**src/rtl/wb_ctrl_if.sv**
```systemverilog
// wb_ctrl_if: pipeline-side handshake and register-file write bundle for wb_ctrl.
// The master side is the pipeline (ALU, load unit, decode), the slave side is wb_ctrl.
interface wb_ctrl_if;
  // ALU result channel
  logic        alu_valid;
  logic        alu_ready;
  logic [3:0]  alu_rdadr;
  logic [31:0] alu_data;
  // Load issue channel
  logic        ld_issue_valid;
  logic        ld_issue_ready;
  logic [3:0]  ld_issue_rdadr;
  // Load response channel
  logic        ld_rsp_valid;
  logic        ld_rsp_ready;
  logic [31:0] ld_rsp_data;
  // Decode hazard query
  logic [3:0]  rs1adr;
  logic [3:0]  rs2adr;
  logic        stall;
  // Register-file write port
  logic        regwrite;
  logic [3:0]  rdadr;
  logic [31:0] rd;

  modport master (
    output alu_valid, alu_rdadr, alu_data,
    output ld_issue_valid, ld_issue_rdadr,
    output ld_rsp_valid, ld_rsp_data,
    output rs1adr, rs2adr,
    input  alu_ready, ld_issue_ready, ld_rsp_ready,
    input  stall, regwrite, rdadr, rd
  );

  modport slave (
    input  alu_valid, alu_rdadr, alu_data,
    input  ld_issue_valid, ld_issue_rdadr,
    input  ld_rsp_valid, ld_rsp_data,
    input  rs1adr, rs2adr,
    output alu_ready, ld_issue_ready, ld_rsp_ready,
    output stall, regwrite, rdadr, rd
  );
endinterface

```
**src/rtl/wb_ctrl.sv**
```systemverilog
// wb_ctrl: write-back arbiter between ALU results and returning loads.
// Tracks outstanding loads with a 16-bit scoreboard and a 2-entry in-order
// tag queue, gives load responses priority, and registers one register-file
// write per cycle. Writes to x0 complete their handshake but never assert regwrite.
// Optional macro WB_BYPASS_EN: adds byp_rs1_hit/byp_rs2_hit/byp_data forwarding
// outputs; without it, decode also stalls on a register being written this cycle.
module wb_ctrl (
  input  logic        clk,
  input  logic        reset,
`ifdef WB_BYPASS_EN
  output logic        byp_rs1_hit,
  output logic        byp_rs2_hit,
  output logic [31:0] byp_data,
`endif
  wb_ctrl_if.slave    bus
);

  logic [15:0] sb_q;
  logic [15:0] sb_next;
  logic [3:0]  q_mem [2];
  logic        rd_ptr;
  logic        wr_ptr;
  logic [1:0]  count;
  logic [3:0]  head;
  logic        q_full;
  logic        q_empty;
  logic        issue_fire;
  logic        rsp_fire;
  logic        alu_fire;
  logic        regwrite_q;
  logic [3:0]  rdadr_q;
  logic [31:0] rd_q;
  logic        rs1_pend;
  logic        rs2_pend;

  assign head    = q_mem[rd_ptr];
  assign q_full  = (count == 2'd2);
  assign q_empty = (count == 2'd0);

  // Handshakes: fullness is judged on the current count, so a pop in the
  // same cycle never makes room for a push.
  assign bus.ld_issue_ready = !reset && !q_full && !sb_q[bus.ld_issue_rdadr];
  assign bus.ld_rsp_ready   = !reset && !q_empty;
  assign issue_fire         = bus.ld_issue_valid && bus.ld_issue_ready;
  assign rsp_fire           = bus.ld_rsp_valid && bus.ld_rsp_ready;
  // The ALU yields to a load response and waits while its target has a load in flight.
  assign bus.alu_ready      = !reset && !rsp_fire && !sb_q[bus.alu_rdadr];
  assign alu_fire           = bus.alu_valid && bus.alu_ready;

  assign bus.regwrite = regwrite_q;
  assign bus.rdadr    = rdadr_q;
  assign bus.rd       = rd_q;

  assign rs1_pend = (bus.rs1adr != 4'd0) && sb_q[bus.rs1adr];
  assign rs2_pend = (bus.rs2adr != 4'd0) && sb_q[bus.rs2adr];

`ifdef WB_BYPASS_EN
  // Forwarding replaces the write-in-progress stall.
  assign byp_rs1_hit = regwrite_q && (rdadr_q != 4'd0) && (rdadr_q == bus.rs1adr);
  assign byp_rs2_hit = regwrite_q && (rdadr_q != 4'd0) && (rdadr_q == bus.rs2adr);
  assign byp_data    = rd_q;
  assign bus.stall   = rs1_pend || rs2_pend;
`else
  logic wb_hazard;
  // rdadr_q is nonzero here, so an address match implies a nonzero source.
  assign wb_hazard = regwrite_q && (rdadr_q != 4'd0) &&
                     ((rdadr_q == bus.rs1adr) || (rdadr_q == bus.rs2adr));
  assign bus.stall = rs1_pend || rs2_pend || wb_hazard;
`endif

  // Scoreboard update: clear the retiring load, then set the new one so a set wins.
  always_comb begin
    // NOTE: sb_next gets a full default before any conditional write; without it the
    // partially-assigned bits would be inferred as latches.
    sb_next = sb_q;
    if (rsp_fire)   sb_next[head] = 1'b0;
    if (issue_fire) sb_next[bus.ld_issue_rdadr] = 1'b1;
    sb_next[0] = 1'b0;
  end

  // Scoreboard register.
  always_ff @(posedge clk) begin
    // NOTE: all state in always_ff uses non-blocking assignments so every register
    // samples pre-edge values regardless of statement order.
    if (reset) sb_q <= '0;
    else       sb_q <= sb_next;
  end

  // Tag queue pointers and occupancy.
  always_ff @(posedge clk) begin
    if (reset) begin
      rd_ptr <= 1'b0;
      wr_ptr <= 1'b0;
      count  <= 2'd0;
    end else begin
      if (issue_fire) wr_ptr <= ~wr_ptr;
      if (rsp_fire)   rd_ptr <= ~rd_ptr;
      case ({issue_fire, rsp_fire})
        2'b10:   count <= count + 2'd1;
        2'b01:   count <= count - 2'd1;
        default: count <= count;
      endcase
    end
  end

  // Tag queue storage.
  always_ff @(posedge clk) begin
    // NOTE: the storage array is not reset; count/pointers define which entries are
    // valid, so clearing them empties the queue.
    if (issue_fire) q_mem[wr_ptr] <= bus.ld_issue_rdadr;
  end

  // Register-file write port: one registered write per accepted result, x0 suppressed.
  always_ff @(posedge clk) begin
    if (reset) begin
      regwrite_q <= 1'b0;
      rdadr_q    <= 4'd0;
      rd_q       <= 32'd0;
    end else if (rsp_fire) begin
      regwrite_q <= (head != 4'd0);
      if (head != 4'd0) begin
        rdadr_q <= head;
        rd_q    <= bus.ld_rsp_data;
      end
    end else if (alu_fire) begin
      regwrite_q <= (bus.alu_rdadr != 4'd0);
      if (bus.alu_rdadr != 4'd0) begin
        rdadr_q <= bus.alu_rdadr;
        rd_q    <= bus.alu_data;
      end
    end else begin
      regwrite_q <= 1'b0;
    end
  end

endmodule
```
**src/flat_wrapper.sv**
```systemverilog
// flat-port wrapper written by rule: the top's interface ports become plain ports
module wb_ctrl_flat 
  (clk, reset, bus_alu_valid, bus_alu_rdadr, bus_alu_data, bus_ld_issue_valid, bus_ld_issue_rdadr, bus_ld_rsp_valid, bus_ld_rsp_data, bus_rs1adr, bus_rs2adr, bus_alu_ready, bus_ld_issue_ready, bus_ld_rsp_ready, bus_stall, bus_regwrite, bus_rdadr, bus_rd);
  wb_ctrl_if bus_i ();
  input  logic clk;
  input  logic reset;
  input wire logic [$bits(bus_i.alu_valid)-1:0] bus_alu_valid;
  input wire logic [$bits(bus_i.alu_rdadr)-1:0] bus_alu_rdadr;
  input wire logic [$bits(bus_i.alu_data)-1:0] bus_alu_data;
  input wire logic [$bits(bus_i.ld_issue_valid)-1:0] bus_ld_issue_valid;
  input wire logic [$bits(bus_i.ld_issue_rdadr)-1:0] bus_ld_issue_rdadr;
  input wire logic [$bits(bus_i.ld_rsp_valid)-1:0] bus_ld_rsp_valid;
  input wire logic [$bits(bus_i.ld_rsp_data)-1:0] bus_ld_rsp_data;
  input wire logic [$bits(bus_i.rs1adr)-1:0] bus_rs1adr;
  input wire logic [$bits(bus_i.rs2adr)-1:0] bus_rs2adr;
  output wire logic [$bits(bus_i.alu_ready)-1:0] bus_alu_ready;
  output wire logic [$bits(bus_i.ld_issue_ready)-1:0] bus_ld_issue_ready;
  output wire logic [$bits(bus_i.ld_rsp_ready)-1:0] bus_ld_rsp_ready;
  output wire logic [$bits(bus_i.stall)-1:0] bus_stall;
  output wire logic [$bits(bus_i.regwrite)-1:0] bus_regwrite;
  output wire logic [$bits(bus_i.rdadr)-1:0] bus_rdadr;
  output wire logic [$bits(bus_i.rd)-1:0] bus_rd;
  assign bus_i.alu_valid = bus_alu_valid;
  assign bus_i.alu_rdadr = bus_alu_rdadr;
  assign bus_i.alu_data = bus_alu_data;
  assign bus_i.ld_issue_valid = bus_ld_issue_valid;
  assign bus_i.ld_issue_rdadr = bus_ld_issue_rdadr;
  assign bus_i.ld_rsp_valid = bus_ld_rsp_valid;
  assign bus_i.ld_rsp_data = bus_ld_rsp_data;
  assign bus_i.rs1adr = bus_rs1adr;
  assign bus_i.rs2adr = bus_rs2adr;
  assign bus_alu_ready = bus_i.alu_ready;
  assign bus_ld_issue_ready = bus_i.ld_issue_ready;
  assign bus_ld_rsp_ready = bus_i.ld_rsp_ready;
  assign bus_stall = bus_i.stall;
  assign bus_regwrite = bus_i.regwrite;
  assign bus_rdadr = bus_i.rdadr;
  assign bus_rd = bus_i.rd;
  wb_ctrl u_core (.clk(clk), .reset(reset), .bus(bus_i));
endmodule
```
**config.mk**
```make
export PLATFORM = sky130hd
export DESIGN_NAME = wb_ctrl_flat
export DESIGN_NICKNAME = d
export VERILOG_FILES = /design/src/rtl/wb_ctrl_if.sv /design/src/rtl/wb_ctrl.sv /design/src/flat_wrapper.sv
export SDC_FILE = /design/constraint.sdc
export NUM_CORES = 1
export LEC_CHECK = 0
export ABC_AREA = 1
export ABC_CLOCK_PERIOD_IN_PS = 2000
export CORE_MARGIN = 2
export CORE_UTILIZATION = 35
export CTS_CLUSTER_DIAMETER = 100
export DETAILED_ROUTE_END_ITERATION = 10
export HOLD_SLACK_MARGIN = 0.12
export PLACE_DENSITY = 0.66
export SLEW_MARGIN = 20
export SYNTH_ARGS = -nofsm -noshare
export SYNTH_HDL_FRONTEND = slang
export SYNTH_SLANG_ARGS = --single-unit
```
**constraint.sdc**
```tcl
create_clock -name clk -period 2 [get_ports clk]
set_clock_uncertainty 0.1 [all_clocks]
set_input_delay 0.4 -clock clk [delete_from_list [all_inputs] [get_ports clk]]
set_output_delay 0.4 -clock clk [all_outputs]
set_load 0.01 [all_outputs]
```
==> impl_metrics.toml, run 1 <==
[die]
die_area_um2 = 12300
dieWidth_um = 111
ios = 126
rows = 38
initial_core_util_pct = 36.3
core_um2 = 11000
die_h_um = 111

[finish]
finalNonFillerCells = 984
diodes = 0
final_cell_mix = "nand2_1, clkdlybuf4s50_1, nor2_1"
nets = 925
area_growth_pct = 59.3
nFillCells = 1105
finish.utilization_pct = 57.9
drive_gt1_share_pct = 20.4
final_common_cell = "nand2_1"

[power_and_ir_drop]
p_total_mw = 4.43
leakage_nw = 2.97
ir_drop_mv = 0.489
p_per_area_nw_per_um2 = 697

[sta]
worst_pin_slew_ns = 0.413
holdWs_ns = 0.380
finalSetupTns_ns = -0.000690
finalCritPeriodShare_pct = 100
hold_violations = 0
fin_crit_ns = 2.00
slew_headroom_pct = 72.5
slew_viol_final = 0
worst_slack_ns = -0.000690
setup_viol = 1
fmax_mhz = 500
rsz0062_at_grt = "yes"

[place]
dp.cells = 964
hpwlAfterDp_um = 10300
port_buffers = 125
gp_congestion = 0.936

[detailed_routing]
wl_um = 13600
num_vias = 4756
detail-route-antenna-nets = 0
drtIter0Drc = 203
drcViolationCount = 0
via_per_inst = 4.83
detail_route.wl_per_cell_um = 13.8
drt-pass1-iter-count = 6

[setup_path]
cp_slowest_cell = "dfxtp_2"
reg2reg_to = "u_core.count[1]$_SDFFE_PP0P_"
crit_fanout = 5
crit_path_end_kind = "output pin"
crit_path_end = "bus_stall"
worstPathCellList = "o21ai_0, a21oi_1, a211oi_2, o2111ai_2, buf_2"
critPathLaunchType = "register"
reg2reg_depth = 11
critical_path_required_ns = 1.50
crit_start = "u_core.sb_q[14]$_SDFF_PP0_"
crit_arrival_ns = 1.50
rrSetupSlack_ns = 0.10
max_stage_delay_ns = 0.37
worstSetupPathType = "reg2out"
rr_startpoint = "u_core.count[0]$_SDFFE_PP0P_"

[yosys]
synthCells = 659
yosysUniqueCellTypes = 37
synthArstFlopShare_pct = 0
ys.flop_type = "dfxtp_1"
ys_warn_count = 0
ys_seq_elements = 65
synth_enable_flop_cells = 8
avgSynthCellArea_um2 = 6.06
syn-num-nets = 745
yosysSeqAreaShare_pct = 34.6
syn_area_um2 = 3990

[global_routing]
grt_pass1_wl_um = 22300
antenna_found_initial = 0
grt_start_max_net_pins = 41
grt_overflow_total = 0
grt_pass1_vias = 4629
grt.total_usage_pct = 21.9

[cts]
cts.root.buffer_cell = "clkbuf_16"
cts_buffer_depth = 2
clk_latency_ns = 0.33
clock_sinks = 65
clkSlewWorstSetupHoldPaths_ns = 0.06
cts-htree-levels = 3
cts_tree = "built"
numCtsBuffers = 9

[run_status]
status = "finished, violations left"
violations = "setup timing"

[run]
cap_violations = 0

[min_path]
min_path_type = "in2reg"
kinds of logic after synthesis:
group	after synthesis	synth area share, %
mux	1	0.251
fa+ha+maj	1	0.313
xor+xnor	7	1.54
simple gates	396	40.7
flops	65	34.6
buf+inv	110	11.3
compound gates	79	11.3
where the power goes:
| part | total [mW] | internal [mW] | switching [mW] |
|---|---|---|---|
| Clock | 1.80 | 1.21 | 0.597 |
| Combinational | 1.14 | 0.586 | 0.558 |
| Sequential | 1.49 | 1.42 | 0.0650 |
per-stage QoR:
stage / instance area (um2) / setup slack [ns]
after floorplan: 4000 / 0.0331
after global placement: 5840 / -0.749
after detailed placement: 5840 / -0.834
after CTS: 6240 / -0.0247
after global routing: 6360 / -0.0806
final: 6360 / -0.000690
flip-flops by register name, summed over array words and instances, names as in the netlist, named ones only:
register             cells
u_core.rd_ptr            1
u_core.sb_q             15
u_core.bus.rdadr         4
u_core.count             2
u_core.bus.regwrite      1
u_core.bus.rd           32
u_core.wr_ptr            1
u_core.q_mem             8
worst max-delay path: cells and delay by family (launching register included):
family                 cells  cell delay (ns)
flip-flops                 1             0.37
AO/OA/AOI/OAI              4             0.64
buffers and inverters      1             0.16
cell type report:
type                       count  area, um2  area share [%]
sequential                    65       1400            22.0
inverter                      81        307            4.82
clock buffer                  11        264            4.15
multi-input combinational    484       2330            36.6
tap                          140        175            2.75
timing repair buffer         198       1800            28.3
clock inverter                 5       83.8            1.32
worst min-delay path by stage:
stage | from | endpoint | slack [ns] | cells past startpoint
floorplan | u_core.wr_ptr$_SDFFE_PP0N_ | u_core.wr_ptr$_SDFFE_PP0N_ | 0.35 | 2
global placement | u_core.wr_ptr$_SDFFE_PP0N_ | u_core.wr_ptr$_SDFFE_PP0N_ | 0.37 | 2
detailed placement | u_core.wr_ptr$_SDFFE_PP0N_ | u_core.wr_ptr$_SDFFE_PP0N_ | 0.39 | 2
CTS | u_core.wr_ptr$_SDFFE_PP0N_ | u_core.wr_ptr$_SDFFE_PP0N_ | 0.40 | 2
global route | bus_ld_issue_rdadr[1] | u_core.q_mem[1][1]$_DFFE_PP_ | 0.38 | 2
finish | bus_ld_issue_rdadr[1] | u_core.q_mem[1][1]$_DFFE_PP_ | 0.38 | 2
Yosys cell counts, types with 2 or more instances:
cell type  instances  area (um2)
inv_2              2        7.51
nand3_1           71         355
buf_1              7        26.3
o211ai_1           3        22.5
a21oi_1           31         155
clkbuf_1           8        30.0
buf_6              3        33.8
dfxtp_1           57        1140
nand4_1            5        31.3
o31ai_1            5        37.5
or2_2              2        12.5
xor2_1             3        26.3
buf_2             11        55.1
a22oi_1            4        30.0
nand2_2            2        12.5
nor2_1           114         428
o21ai_1            2        10.0
o21ai_0           27         135
inv_1             79         297
nand2_1          196         736
xnor2_1            4        35.0
edfxtp_1           8         240
routing by layer:
| layer | share of wire, % | up-vias | global-route usage (%) |
|---|---|---|---|
| li1 | - | 2436 | - |
| met1 | 42 | 2186 | 25.4 |
| met2 | 52 | 122 | 40.7 |
| met3 | 4.7 | 12 | 4.05 |
| met4 | 1.2 | 0 | 6.67 |
| met5 | 0 | - | 0 |
what timing repair did:
item                       in CTS  in global routing
pin swaps                       7                 22
setup endpoints to repair      53                 48
cloned                          1                  0
hold buffers                    0                  0
resized for setup              65                 67
setup buffers                   1                  2
Power figures use the tool's default switching activity.
==> run 2, diff against run 1 <==
- ABC_CLOCK_PERIOD_IN_PS: 2000 -> 1700
- clock period: 2 -> 1.7 ns (I/O delays scaled with it)
==> impl_metrics.toml, run 2 (synthesis gave the netlist of run 1 again) <==
[place]
gp_congestion = 0.949
place_ws_ns = -0.958
dp.cells = 968
port_buffers = 125
hpwlAfterDp_um = 10000

[detailed_routing]
drtIter0Drc = 261
num_vias = 5025
wl_um = 15500
detail-route-antenna-nets = 0
drcViolationCount = 0
drt-pass1-iter-count = 4
via_per_inst = 4.96
detail_route.wl_per_cell_um = 15.3

[sta]
fmax_mhz = 519
slew_headroom_pct = 81.7
finalSetupTns_ns = -5.98
hold_violations = 0
slew_viol_final = 0
setup_viol = 50
finalCritPeriodShare_pct = 113
rsz0062_at_grt = "yes"
fin_crit_ns = 1.93
worst_pin_slew_ns = 0.275
worst_slack_ns = -0.228

[power_and_ir_drop]
leakage_nw = 3.63
ir_drop_mv = 0.557
p_per_area_nw_per_um2 = 713
p_total_mw = 5.29

[cts]
cts_buffer_depth = 2
cts_tree = "built"
clkSlewWorstSetupHoldPaths_ns = 0.05
ctsHoldBuffers = 0
clock_sinks = 65
numCtsBuffers = 9
cts-htree-levels = 3
cts.root.buffer_cell = "clkbuf_16"
clk_latency_ns = 0.33

[finish]
largest_register_ffs = 32
drive_gt1_share_pct = 35.9
nets = 954
finish.utilization_pct = 67.6
final_common_cell = "nand2_1"
final_cell_mix = "nand2_1, clkdlybuf4s50_1, nor2_1"
nFillCells = 904
area_growth_pct = 86.1
finalNonFillerCells = 1013
diodes = 0

[global_routing]
grt_pass1_wl_um = 23800
grt_start_max_net_pins = 41
grt_overflow_total = 0
grt_pass1_vias = 4908
antenna_found_initial = 0
grt.total_usage_pct = 23.7

[die]
ios = 126
initial_core_util_pct = 36.3
die_area_um2 = 12300
dieWidth_um = 111
rows = 38
core_um2 = 11000
die_h_um = 111

[setup_path]
crit_path_end = "bus_stall"
crit_path_end_kind = "output pin"
reg2reg_to = "u_core.count[1]$_SDFFE_PP0P_"
critPathLaunchType = "register"
crit_fanout = 4
critical_path_required_ns = 1.26
crit_arrival_ns = 1.49
rrSetupSlack_ns = -0.21
worstSetupPathType = "reg2out"
rr_startpoint = "u_core.sb_q[14]$_SDFF_PP0_"
reg2reg_depth = 11
crit_start = "u_core.bus.rdadr[3]$_SDFFE_PP0P_"

[run_status]
violations = "setup timing"
status = "finished, violations left"

[min_path]
min_path_type = "in2reg"

[run]
cap_violations = 0
==> run 2: cell count changes in the layout (fill, tap and decap cells not counted), moves of 16 or more <==
| cell | delta |
|---|---|
| nand3_1 | -47 |
| nand3_2 | +44 |
| nor2_1 | -33 |
| nor2_4 | +25 |
| buf_6 | +16 |
| clkdlybuf4s50_1 | -16 |
==> run 2: metal layers <==
layer	vias to the layer above	part of all wire, %	track usage (%)
met1	2331	41	28.6
met3	45	5.1	4.32
li1	2501	-	-
met2	148	50	41.9
met4	0	3.2	8.58
met5	-	0	0
==> run 2: report_power, final <==
group | internal [mW] | leakage (nW) | switching, mW | total [mW]
clock network | 1.07 | 0.144 | 0.716 | 1.78
registers | 1.67 | 0.552 | 0.0835 | 1.75
logic | 0.904 | 2.93 | 0.855 | 1.76
==> run 2: how the worst min path moves through the flow <==
stage                                     startpoint                      endpoint  cells after the start
after global placement    u_core.wr_ptr$_SDFFE_PP0N_    u_core.wr_ptr$_SDFFE_PP0N_                      2
after floorplan                bus_ld_issue_rdadr[0]  u_core.q_mem[0][0]$_DFFE_PP_                      0
after detailed placement  u_core.wr_ptr$_SDFFE_PP0N_    u_core.wr_ptr$_SDFFE_PP0N_                      2
after CTS                      bus_ld_issue_rdadr[2]  u_core.q_mem[1][2]$_DFFE_PP_                      2
final                          bus_ld_issue_rdadr[2]  u_core.q_mem[0][2]$_DFFE_PP_                      2
after global routing           bus_ld_issue_rdadr[1]  u_core.q_mem[0][1]$_DFFE_PP_                      2
==> run 2: timing repair <==
action / in CTS / in global routing
setup buffers: 18 / 14
gates cloned: 9 / 3
pin swaps: 28 / 44
endpoints found under the setup margin: 71 / 79
gates resized for setup: 175 / 171
==> run 2: worst max-delay path: stages, from the launching register on <==
cell       delay (ns)
dfxtp_2          0.33
buf_4            0.13
xnor2_1          0.14
nand4_1          0.13
o31ai_2          0.08
nand2_1          0.10
o2111ai_2        0.09
buf_2            0.16
==> run 2: through the flow <==
stage               area, um2  hold slack (ns)
floorplan                4030            0.339
global placement         5910            0.362
detailed placement       5910            0.369
CTS                      6910            0.385
global route             7430            0.414
finish                   7430            0.399
==> run 2: final cells by class <==
type | instances | area, um2 | share of cell area, %
tap | 140 | 175 | 2.36
timing repair buffer | 227 | 2330 | 31.4
multi-input combinational | 484 | 2900 | 39.0
sequential | 65 | 1430 | 19.2
inverter | 81 | 312 | 4.19
clock buffer | 11 | 254 | 3.42
clock inverter | 5 | 28.8 | 0.387
==> edit (settings of run 2) <==
Reset style: asynchronous (`reset`), changed in 3 clocked blocks.
--- a/src/rtl/wb_ctrl.sv
+++ b/src/rtl/wb_ctrl.sv
@@ -79,7 +79,7 @@
   end
 
   // Scoreboard register.
-  always_ff @(posedge clk) begin
+  always_ff @(posedge clk or posedge reset) begin
     // NOTE: all state in always_ff uses non-blocking assignments so every register
     // samples pre-edge values regardless of statement order.
     if (reset) sb_q <= '0;
@@ -87,7 +87,7 @@
   end
 
   // Tag queue pointers and occupancy.
-  always_ff @(posedge clk) begin
+  always_ff @(posedge clk or posedge reset) begin
     if (reset) begin
       rd_ptr <= 1'b0;
       wr_ptr <= 1'b0;
@@ -111,7 +111,7 @@
   end
 
   // Register-file write port: one registered write per accepted result, x0 suppressed.
-  always_ff @(posedge clk) begin
+  always_ff @(posedge clk or posedge reset) begin
     if (reset) begin
       regwrite_q <= 1'b0;
       rdadr_q    <= 4'd0;
Formal check against the unedited RTL: differs if reset is asserted again (counterexample within 4 cycles, from zero or initial values and one cycle with reset high); with reset held inactive, the same outputs for 4 cycles.
==> edit against run 2 <==
  * The run still ends with setup timing left
  * Design area shrank 0.88%
  * Setup slack lost 0.19 ns
  * Wire length shrank 2.0%
  * Critical path depth shrank 1
  * Die area grew 0.81%
  * Sequential cell count shrank 1
  * Non-clock buffer count grew 16
  * Synthesized area grew 0.85%
Power is not compared: it rests on default switching activity, and its combinational part moved more than twofold at a synthesized area within 25%.
==> edit: results <==
group,metric,value,unit
routing,drt_iter0_markers,245,
global_route,track_usage,24.1,%
logic_synthesis,synthTopCellsByArea,"dfrtp_1 (35%), nand2_1 (18%), nand3_1 (9.9%)",
cells_and_area,stdcell_count,935,
clocking,cts_setup_buffers,22,
clocking,post_cts_resized,142,
sta,setup_ws,-0.423,ns
critical_path,worstPathArrival,1.68,ns
placed_design,gp_congestion,0.937,
routing,wire_per_inst,16.3,um
global_route,grt_pass1_wl,24200,um
routing,via_per_inst,5.07,
sta,setup_viol,65,
outcome,violations,"setup timing",
logic_synthesis,synth.mux.area_fraction,0.249,%
logic_synthesis,synthTopCellsByCount,"nand2_1 (188), nand3_1 (80), dfrtp_1 (56), nor2_1 (40), inv_1 (31)",
cells_and_area,layout.nets,873,
sta,fin_tns_setup,-9.03,ns
logic_synthesis,synth_nets,646,
sta,max_slew.worst_pin.slew,0.701,ns
cells_and_area,drive_gt1_share,35.5,%
placed_design,dp_cells,889,
critical_path,cpMaxStageDelayCell,"or4_4",
logic_synthesis,netlist-cell-type-count,40,
placed_design,hpwlAfterDp,10600,um
logic_synthesis,synthXorXnorAreaFrac,2.39,%
critical_path,cp_max_fo,3,
placed_design,dp_slack,-0.942,ns
global_route,grt_max_degree,54,
critical_path,slowest_delay,0.54,ns
routing,first_pass_iters,8,
outcome,status,"finished with violations",
critical_path,cp_top_family,"simple AND/OR/NAND/NOR gates",
logic_synthesis,synthAdderAreaFrac,0.311,%
power,netSwitchingFraction,38.1,%
logic_synthesis,syn_inst,560,
logic_synthesis,synth_compound_area_share,9.82,%
[edit: metal layers]
layer  part of all wire, %  track usage (%)
met1                    42             29.9
met2                    51             41.9
met3                   4.8             4.37
met4                   2.0             8.64
met5                     0                0
[edit: cell families (layout without fill, tap and decap cells)]
kind of cell | after synthesis | in the layout
and+or+nand+nor | 350 | 350
AOI/OAI and AO/OA | 69 | 69
DFF | 64 | 64
buffers and inverters | 64 | 296
xor gates and xnor gates | 11 | 11
adders and majority gates | 1 | 1
muxes | 1 | 1
[edit: worst paths after layout]
kind	startpoint	end	slack, ns	cells past startpoint
worst max-delay path	u_core.bus.rdadr[1]	bus_stall	-0.42	6
worst min-delay path	bus_ld_issue_rdadr[0]	u_core.q_mem[1][0]	0.35	2
worst max register to register	u_core.sb_q[11]	u_core.count[1]	-0.26	12
worst min register to register	u_core.wr_ptr	u_core.wr_ptr	0.39	2
max in group asynchronous	reset	u_core.sb_q[4]	0.35	4
min in group asynchronous	reset	u_core.sb_q[3]	0.39	4
[edit: stage by stage]
stage | cell area [um2] | total power (uW)
6_report | 7360 | 10200
3_3_place_gp | 6240 | 7250
2_1_floorplan | 4260 | 4840
4_1_cts | 7090 | 9870
5_1_grt | 7360 | 10900
3_5_place_dp | 6240 | 7330
[edit: power by group through the flow]
stage               combinational (uW)  sequential, uW  clock [uW]
finish                            5350            2830        2060
floorplan                         1930            2910           0
global route                      5810            2910        2150
detailed placement                4550            2780           0
global placement                  4500            2760           0
CTS                               5000            2790        2080
[edit: final cells by class]
class,count,area (um2)
clock inverter,4,75.1
inverter,37,145
timing repair buffer,243,2420
sequential,64,1650
tap,143,179
clock buffer,12,258
multi-input combinational,432,2640
fill,973,3960
